### src/rtl/fetch_ctrl.sv
// fetch_ctrl -- instruction-fetch control FSM for a 5-stage pipeline.
// Sequences the post-reset boot delay, stalls the front end on memory waits
// and load-use hazards, and redirects the PC on taken branches. A branch that
// resolves while the memory is not ready is parked in a pending register and
// replayed from the REDIRECT state once the memory accepts it.
// Optional build macro: FETCH_CTRL_PERF_CNT_EN enables the saturating
// stall-cycle counter on STALL_CNT; without it STALL_CNT is tied to zero.
module fetch_ctrl #(
    parameter int unsigned BOOT_CYCLES = 2
) (
    input  logic        CLK,
    input  logic        RST,
    input  logic        IMEM_RDY,
    input  logic        LOAD_USE,
    input  logic        BRANCH_TAKEN,
    input  logic [31:0] BRANCH_TGT,
    output logic        PC_EN,
    output logic        PC_Src,
    output logic [31:0] PC_BRANCH,
    output logic        IFID_EN,
    output logic        IFID_FLUSH,
    output logic        IDEX_FLUSH,
    output logic [1:0]  FSM_STATE,
    output logic [15:0] STALL_CNT
);

    typedef enum logic [1:0] {
        BOOT     = 2'd0,
        RUN      = 2'd1,
        MEMWAIT  = 2'd2,
        REDIRECT = 2'd3
    } state_t;

    localparam logic [3:0] BOOT_LAST = 4'(BOOT_CYCLES - 1);

    state_t      r_state;
    state_t      w_state_nxt;
    logic [3:0]  r_boot_cnt;
    logic [31:0] r_pending;
    logic        w_fetching;      // RUN, or MEMWAIT behaving as RUN/waiting
    logic        w_park_branch;   // taken branch that must wait for memory

    assign w_fetching    = (r_state == RUN) || (r_state == MEMWAIT);
    assign w_park_branch = w_fetching && BRANCH_TAKEN && !IMEM_RDY;

    // State register.
    // NOTE: every clocked process uses non-blocking assignments so all flops
    // sample the pre-edge values regardless of process evaluation order.
    always_ff @(posedge CLK or posedge RST) begin
        if (RST) begin
            r_state <= BOOT;
        end else begin
            r_state <= w_state_nxt;
        end
    end

    // Next-state logic; MEMWAIT with a ready memory follows the RUN rules.
    // NOTE: the default assignment at the top keeps this block latch-free even
    // when a branch of the case does not assign the next state.
    always_comb begin
        w_state_nxt = r_state;
        case (r_state)
            BOOT: begin
                if (r_boot_cnt == BOOT_LAST) begin
                    w_state_nxt = RUN;
                end
            end
            RUN, MEMWAIT: begin
                if (BRANCH_TAKEN && IMEM_RDY) begin
                    w_state_nxt = RUN;
                end else if (BRANCH_TAKEN) begin
                    w_state_nxt = REDIRECT;
                end else if (!IMEM_RDY) begin
                    w_state_nxt = MEMWAIT;
                end else begin
                    w_state_nxt = RUN;
                end
            end
            REDIRECT: begin
                if (IMEM_RDY) begin
                    w_state_nxt = RUN;
                end
            end
            default: w_state_nxt = BOOT;
        endcase
    end

    // Mealy outputs from current state and this cycle's inputs.
    always_comb begin
        PC_EN      = 1'b0;
        PC_Src     = 1'b0;
        IFID_EN    = 1'b0;
        IFID_FLUSH = 1'b1;
        IDEX_FLUSH = 1'b1;
        PC_BRANCH  = BRANCH_TGT;
        case (r_state)
            RUN, MEMWAIT: begin
                if (BRANCH_TAKEN && IMEM_RDY) begin
                    // Redirect immediately and squash the wrong-path fetch.
                    PC_EN   = 1'b1;
                    PC_Src  = 1'b1;
                    IFID_EN = 1'b1;
                end else if (BRANCH_TAKEN) begin
                    // Freeze and flush; the target is replayed from REDIRECT.
                    PC_EN   = 1'b0;
                    IFID_EN = 1'b0;
                end else if (!IMEM_RDY || LOAD_USE) begin
                    // Hold fetch and decode, insert a bubble into EX.
                    IFID_FLUSH = 1'b0;
                end else begin
                    PC_EN      = 1'b1;
                    IFID_EN    = 1'b1;
                    IFID_FLUSH = 1'b0;
                    IDEX_FLUSH = 1'b0;
                end
            end
            REDIRECT: begin
                PC_Src    = 1'b1;
                PC_EN     = IMEM_RDY;
                PC_BRANCH = r_pending;
            end
            default: begin
                // BOOT: everything frozen and flushed.
            end
        endcase
    end

    assign FSM_STATE = r_state;

    // Boot delay counter; only advances while in BOOT.
    always_ff @(posedge CLK or posedge RST) begin
        if (RST) begin
            r_boot_cnt <= '0;
        end else if (r_state == BOOT) begin
            r_boot_cnt <= r_boot_cnt + 4'd1;
        end
    end

    // Pending branch target, captured only when a taken branch must wait.
    always_ff @(posedge CLK or posedge RST) begin
        if (RST) begin
            r_pending <= '0;
        end else if (w_park_branch) begin
            r_pending <= BRANCH_TGT;
        end
    end

`ifdef FETCH_CTRL_PERF_CNT_EN
    logic [15:0] r_stall_cnt;
    logic        w_stall_event;

    assign w_stall_event = w_fetching && !PC_EN;

    // Saturating count of fetch stall cycles in RUN/MEMWAIT.
    always_ff @(posedge CLK or posedge RST) begin
        if (RST) begin
            r_stall_cnt <= '0;
        end else if (w_stall_event && (r_stall_cnt != 16'hFFFF)) begin
            r_stall_cnt <= r_stall_cnt + 16'd1;
        end
    end

    assign STALL_CNT = r_stall_cnt;
`else
    assign STALL_CNT = '0;
`endif

endmodule

### config.mk
export PLATFORM = sky130hd
export DESIGN_NAME = fetch_ctrl
export DESIGN_NICKNAME = d
export VERILOG_FILES = /design/src/rtl/fetch_ctrl.sv
export SDC_FILE = /design/constraint.sdc
export NUM_CORES = 1
export LEC_CHECK = 0
export BUFFER_PORTS_ARGS = -buffer_cell sky130_fd_sc_hd__buf_2
export CAP_MARGIN = 30
export CORE_ASPECT_RATIO = 1.25
export CORE_MARGIN = 2
export CORE_UTILIZATION = 50
export CTS_BUF_LIST = sky130_fd_sc_hd__clkbuf_8
export DETAILED_ROUTE_END_ITERATION = 7
export GPL_TIMING_DRIVEN = 1
export PLACE_DENSITY = 0.83
export SYNTH_ARGS = -nofsm -noshare
export SYNTH_HDL_FRONTEND = slang
export SYNTH_SLANG_ARGS = --single-unit
export TNS_END_PERCENT = 20
### constraint.sdc
create_clock -name CLK -period 1.8 [get_ports CLK]
set_input_delay 0.27 -clock CLK [delete_from_list [all_inputs] [get_ports CLK]]
set_output_delay 0.27 -clock CLK [all_outputs]
set_load 0.01 [all_outputs]
==> results of run 1 <==
==> final timing paths <==
check                                from             to  slack (ns)  cells past startpoint
min in group CLK           BRANCH_TGT[25]  r_pending[25]        0.22                      2
setup reg to reg             FSM_STATE[1]  r_pending[13]        0.04                      7
max in group asynchronous             RST  r_pending[16]        1.38                      3
hold / removal                        RST  r_pending[24]        0.09                      3
setup / recovery             FSM_STATE[0]  PC_BRANCH[22]       -0.05                      4
hold reg to reg             r_boot_cnt[3]  r_boot_cnt[3]        0.49                      1
==> synthesized netlist by cell type (all sizes together) <==
master / number
conb: 1
nor2: 1
or3: 1
xor2: 1
o21ba: 1
ha: 4
mux2i: 2
a31oi: 1
inv: 5
or3b: 1
a21oi: 2
nand4: 1
dfrtp: 38
mux2: 65
nand2: 4
buf: 23
nor2b: 2
and2: 2
clkbuf: 1
xnor2: 2
==> timing repair <==
item / 4_1_cts / 5_1_grt
setup buffers: 1 / 1
setup endpoints to repair: 34 / 34
gates cloned: 0 / 1
pin swaps: 0 / 1
resized for setup: 4 / 45
==> state kept, by name (all words and copies together) (netlist names) <==
register    cells
FSM_STATE       2
r_boot_cnt      4
r_pending      32
==> placed cells by master (no fill, tap or decap), types with 2 or more instances in the layout <==
master,netlist,layout
xnor2_1,2,2
buf_4,16,3
buf_6,3,21
inv_2,0,2
and2_1,2,2
clkbuf_8,0,6
buf_12,0,3
ha_4,0,2
conb_1,1,16
nand2_1,3,2
a21oi_2,1,2
inv_1,5,3
dfrtp_1,38,38
bufinv_16,0,2
mux2_2,34,16
mux2_4,30,48
ha_1,4,2
buf_2,4,54
mux2i_1,2,2
==> area by class of cell <==
cell class / instances / area, um2
multi-input cells: 106 / 1210
inverters: 5 / 18.8
well taps: 56 / 70.1
clock buffers: 6 / 82.6
flip-flops and latches: 38 / 951
fillers: 293 / 1140
clock inverters: 2 / 60.1
repair buffers: 83 / 629
==> kinds of logic (layout without fill, tap and decap cells) <==
logic type / after synthesis / count (layout)
compound gates: 4 / 4
xor+xnor: 3 / 3
fa+ha+maj: 4 / 4
buf+inv: 29 / 96
flops: 38 / 38
mux: 67 / 67
other cells: 1 / 16
simple gates: 12 / 12
==> stage by stage <==
step / area [um2] / hold WS (ns)
CTS: 2770 / 0.0854
detailed placement: 2600 / 0.408
global route: 3020 / 0.130
finish: 3020 / 0.0860
floorplan: 2250 / 0.419
global placement: 2600 / 0.402
==> tightest hold or removal path: stages <==
cell	delay (ns)
buf_2	0.10
inv_1	0.05
buf_4	0.41
==> layer usage <==
layer  routed length (um)  vias to the layer above  GRT usage, %
li1                     -                      671             -
met1                 1810                      691          21.0
met2                 2600                       44          31.6
met3                  184                        6          3.87
met4                   47                        0          5.22
met5                    0                        -             0
==> power by group through the flow <==
| stage | Clock (uW) | Sequential [uW] | Combinational [uW] |
|---|---|---|---|
| after floorplan | 0 | 1480 | 1760 |
| after global placement | 0 | 1530 | 2290 |
| after detailed placement | 0 | 1530 | 2350 |
| after CTS | 912 | 1540 | 2430 |
| after global routing | 945 | 1630 | 3180 |
| final | 887 | 1570 | 2990 |
==> out/qor.yml, run 1 <==
setup_path:
  critPathLaunchType: "flip-flop"
  crit_family: "flip-flops"
  slowest_delay_ns: 0.42
  worstPathArrival_ns: 1.58
  required_ns: 1.53
  crit_chain: "ha_4, clkbuf_16, mux2_2, buf_2"
  crit_fanout: 11
  crit_slowest_cell: "dfrtp_1"
  critPathBufInv: 2
  cp-end-kind: "output port"
  crit_type: "reg -> out"
clock_network:
  hold_buffers: 0
  root_buffer: "clkbuf_8"
  cts_tree: "done"
  worstSkewPairLatency_ns: 0.29
  htree_levels: 2
  clkTransAtPathRegs_ns: 0.08
  clk_path_buf_depth: 2
  cts_sinks: 38
  cts_made_buffers: 5
die:
  die_x_um: 63.3
  pin_count: 92
  num_rows: 26
  dieArea_mm2: 0.00494
  start_util_pct: 52.8
  core_mm2: 0.00416
  die_h_um: 78.1
power:
  pwr-share-seq_pct: 28.9
  p_per_area_mw_per_mm2: 1800
  p_clk_share_pct: 16.3
  comb_power_share_pct: 54.8
  p_sw_share_pct: 30.9
  internal_power_uw: 3770
  power.leakage_uw: 0.00157
  p_sw_uw: 1680
  worst_ir_drop_vdd_v: 0.00109
  power.total_uw: 5450
logic_synthesis:
  synth_top_area_share_pct: 43.3
  synth_compound_area_share_pct: 1.37
  avgSynthCellArea_um2: 13.9
  synth_xor_area_share_pct: 1.20
  synthCells: 158
  synth_top_family_by_area: "multiplexers"
  synth-seq-area-share_pct: 43.3
  synth_top_area_cell: "dfrtp_1"
  synthSimpleGateAreaFrac_pct: 3.42
  ys_seq_elements: 38
  synth.cell_area_mm2: 0.00220
  synthTopCellsByArea: "dfrtp_1, mux2_4, mux2_2"
  synth_fa_ha_area_share_pct: 2.28
  yosysWarnings: 0
  ys_types: 27
  synthMuxAreaShare_pct: 39.4
global_route:
  grt_pass1_vias: 1430
  grt_first_pass_wirelength_um: 6770
  antenna_found_initial: 0
  grt_max_degree: 39
  grt_usage_pct: 17.6
  grt_overflow: 0
finish:
  layout.cells.non_filler: 296
  drive_gt1_share_pct: 68.8
  area_growth_pct: 37.5
  n_antenna_cell: 0
  final_core_util_pct: 72.6
  nNetsFinal: 280
run_status:
  violations: "setup timing"
  outcome: "complete, but fails checks"
min_path:
  hold_class: "in -> async"
place:
  gp_congestion: 0.676
  post-place-ws_ns: 0.151
  dp_cells: 285
  dp_hpwl_um: 2950
  numPortBuffers: 75
detailed_routing:
  routed_wl_um: 4640
  drc: 0
  wire_per_inst_um: 15.7
  vias: 1412
  via_per_inst: 4.77
  drtAntennaViolNets: 0
  dr.pass1.iters: 4
  drt_iter0_drc: 54
sta:
  final.min_clock_period_ns: 1.85
  finalHoldViolations: 0
  setup_viol: 25
  setup_slack_ns: -0.0523
  fin_skew_ns: 0.00544
  min_period_over_period_pct: 103
  clock.fmax_mhz: 540
  rsz0062_at_grt: "yes"
  setup-tns-final_ns: -0.620
  final_max_slew_viol_count: 0
run:
  drv_cap: 0
(Power assumes the default switching activity.)
==> inputs of run 2 (changes only) <==
--- a/config.mk
+++ b/config.mk
@@ -13,7 +13,10 @@
 export CTS_BUF_LIST = sky130_fd_sc_hd__clkbuf_8
 export DETAILED_ROUTE_END_ITERATION = 7
 export GPL_TIMING_DRIVEN = 1
+export MAX_ROUTING_LAYER = met4
 export PLACE_DENSITY = 0.83
+export RECOVER_POWER = 25
+export SLEW_MARGIN = 5
 export SYNTH_ARGS = -nofsm -noshare
 export SYNTH_HDL_FRONTEND = slang
 export SYNTH_SLANG_ARGS = --single-unit
==> out/qor.yml, run 2 (same netlist as run 1, synthesis figures left out) <==
run_status:
  outcome: "complete, but fails checks"  # unchanged
  violations: "setup timing"  # unchanged
finish:
  area_growth_pct: 37.5  # about the same
  fill_cells: 294  # was 293
  layout_commonest_cell: "buf_2"  # unchanged
  nNetsFinal: 280  # unchanged
  largest_reg_flops: 32  # unchanged
  stdcell_area_mm2: 0.00302  # about the same
  layout.cells.non_filler: 296  # unchanged
  final_core_util_pct: 72.5  # was 72.6%
  drive_gt1_share_pct: 68.8  # unchanged
  regMostFlops: "r_pending"  # unchanged
  n_antenna_cell: 0  # unchanged
  final_cell_mix: "buf_2, mux2_4, dfrtp_1, buf_6"  # unchanged
setup_path:
  cp-end-kind: "output port"  # unchanged
  required_ns: 1.53  # about the same
  critPathLaunchType: "flip-flop"  # unchanged
  worstPathArrival_ns: 1.59  # was 1.58 ns
  crit_type: "reg -> out"  # unchanged
  crit_fanout: 11  # unchanged
power:
  internal_power_uw: 3770  # about the same
  p_clk_share_pct: 16.2  # was 16.3%
  power.total_uw: 5450  # about the same
  power.leakage_uw: 0.00157  # about the same
  comb_power_share_pct: 54.9  # was 54.8%
  p_sw_share_pct: 30.8  # was 30.9%
  p_sw_uw: 1680  # about the same
  p_per_area_mw_per_mm2: 1800  # about the same
  pwr-share-seq_pct: 28.9  # about the same
  worst_ir_drop_vdd_v: 0.00109  # about the same
die:
  num_rows: 26  # unchanged
  dieArea_mm2: 0.00494  # unchanged
  start_util_pct: 52.8  # unchanged
  core_mm2: 0.00416  # unchanged
  die_h_um: 78.1  # unchanged
  pin_count: 92  # unchanged
  die_x_um: 63.3  # unchanged
place:
  dp_hpwl_um: 2950  # unchanged
  numPortBuffers: 75  # unchanged
  dpl-instance-area_mm2: 0.00260  # unchanged
  gp_congestion: 0.683  # was 0.676
  dp_cells: 285  # unchanged
  post-place-ws_ns: 0.151  # unchanged
clock_network:
  root_buffer: "clkbuf_8"  # unchanged
  cts_sinks: 38  # unchanged
  clkTransAtPathRegs_ns: 0.08  # about the same
  cts_made_buffers: 5  # unchanged
  cts_tree: "done"  # unchanged
  clk_path_buf_depth: 2  # unchanged
  worstSkewPairLatency_ns: 0.29  # about the same
  htree_levels: 2  # unchanged
  hold_buffers: 0  # unchanged
detailed_routing:
  wire_per_inst_um: 15.7  # about the same
  via_per_inst: 4.79  # was 4.77
  drtAntennaViolNets: 0  # unchanged
  drt_iter0_drc: 74  # was 54
  routed_wl_um: 4630  # was 4640 um
  drc: 0  # unchanged
  dr.pass1.iters: 4  # unchanged
  vias: 1418  # was 1412
sta:
  final_max_slew_viol_count: 0  # unchanged
  setup_slack_ns: -0.0581  # was -0.0523 ns
  min_period_over_period_pct: 103  # about the same
  slew_headroom_pct: 39.0
  final.min_clock_period_ns: 1.86  # was 1.85 ns
  finalHoldViolations: 0  # unchanged
  setup_viol: 27  # was 25
  clock.fmax_mhz: 538  # was 540 MHz
  fin_skew_ns: 0.00347  # was 0.00544 ns
  worstMarginPinSlew_ns: 0.915
  rsz0062_at_grt: "yes"  # unchanged
global_route:
  grt_first_pass_wirelength_um: 6780  # was 6770 um
  grt_pass1_vias: 1428  # was 1430
  grt_usage_pct: 18.1  # was 17.6%
  grt_max_degree: 39  # unchanged
  antenna_found_initial: 0  # unchanged
  grt_overflow: 0  # unchanged
min_path:
  hold_class: "in -> reg"  # was in -> async
run:
  drv_cap: 0  # unchanged
-- run 2: cell count changes in the layout (fill, tap and decap cells not counted) --
| cell | delta |
|---|---|
| clkbuf_2 | +1 |
| nand2_2 | +1 |
| buf_2 | -1 |
| buf_6 | +1 |
| nand2_4 | -1 |
| buf_4 | -1 |
-- run 2: final timing paths --
check / start / slack (ns) / depth (start not counted) / end
setup reg to reg: FSM_STATE[1] / 0.05 / 7 / r_pending[7]
setup / recovery: FSM_STATE[0] / -0.06 / 4 / PC_BRANCH[22]
max in group asynchronous: RST / 0.97 / 3 / r_pending[16]
hold reg to reg: r_boot_cnt[3] / 0.49 / 1 / r_boot_cnt[3]
hold / removal: BRANCH_TGT[25] / 0.22 / 2 / r_pending[25]
min in group asynchronous: RST / 0.26 / 3 / r_pending[24]
-- run 2: layout make-up --
cell class                 count  area [um2]  area share (%)
clock buffer                   6        82.6            2.73
sequential                    38         951            31.5
inverter                       5        18.8           0.621
multi-input combinational    106        1200            39.9
clock inverter                 2        60.1            1.99
tap                           56        70.1            2.32
timing repair buffer          83         633            21.0
-- run 2: power by group through the flow --
stage / sequential (uW) / clock (uW) / combinational (uW)
after floorplan: 1480 / 0 / 1760
after global placement: 1530 / 0 / 2290
after detailed placement: 1530 / 0 / 2350
after CTS: 1540 / 912 / 2430
after global routing: 1630 / 943 / 3180
final: 1570 / 884 / 2990
-- run 2: per-layer routing --
metal / part of all wire (%) / wire length (um) / track usage (%) / up-vias
li1: - / - / - / 672
met2: 56 / 2610 / 31.5 / 44
met1: 39 / 1790 / 21.2 / 696
met3: 4.1 / 188 / 3.87 / 6
met4: 0.95 / 44 / 5.22 / 0
met5: 0 / 0 / - / -
-- run 2: worst max-delay path, stage by stage (launching register included) --
cell and delay (ns):
dfrtp_1 0.42, ha_4 0.22, clkbuf_16 0.19, mux2_2 0.33, buf_2 0.14
-- run 2: per-stage QoR --
stage | TNS, ns | hold slack, ns
4_1_cts | -0.859 | 0.0854
5_1_grt | -2.14 | 0.213
3_5_place_dp | 0 | 0.408
6_report | -0.753 | 0.222
3_3_place_gp | 0 | 0.402
2_1_floorplan | 0 | 0.419
-- run 2: repair_timing --
item,4_1_cts,5_1_grt
endpoints found under the setup margin,34,34
gates cloned,0,1
setup buffers,1,1
gates resized for setup,4,45
pin swaps,0,1
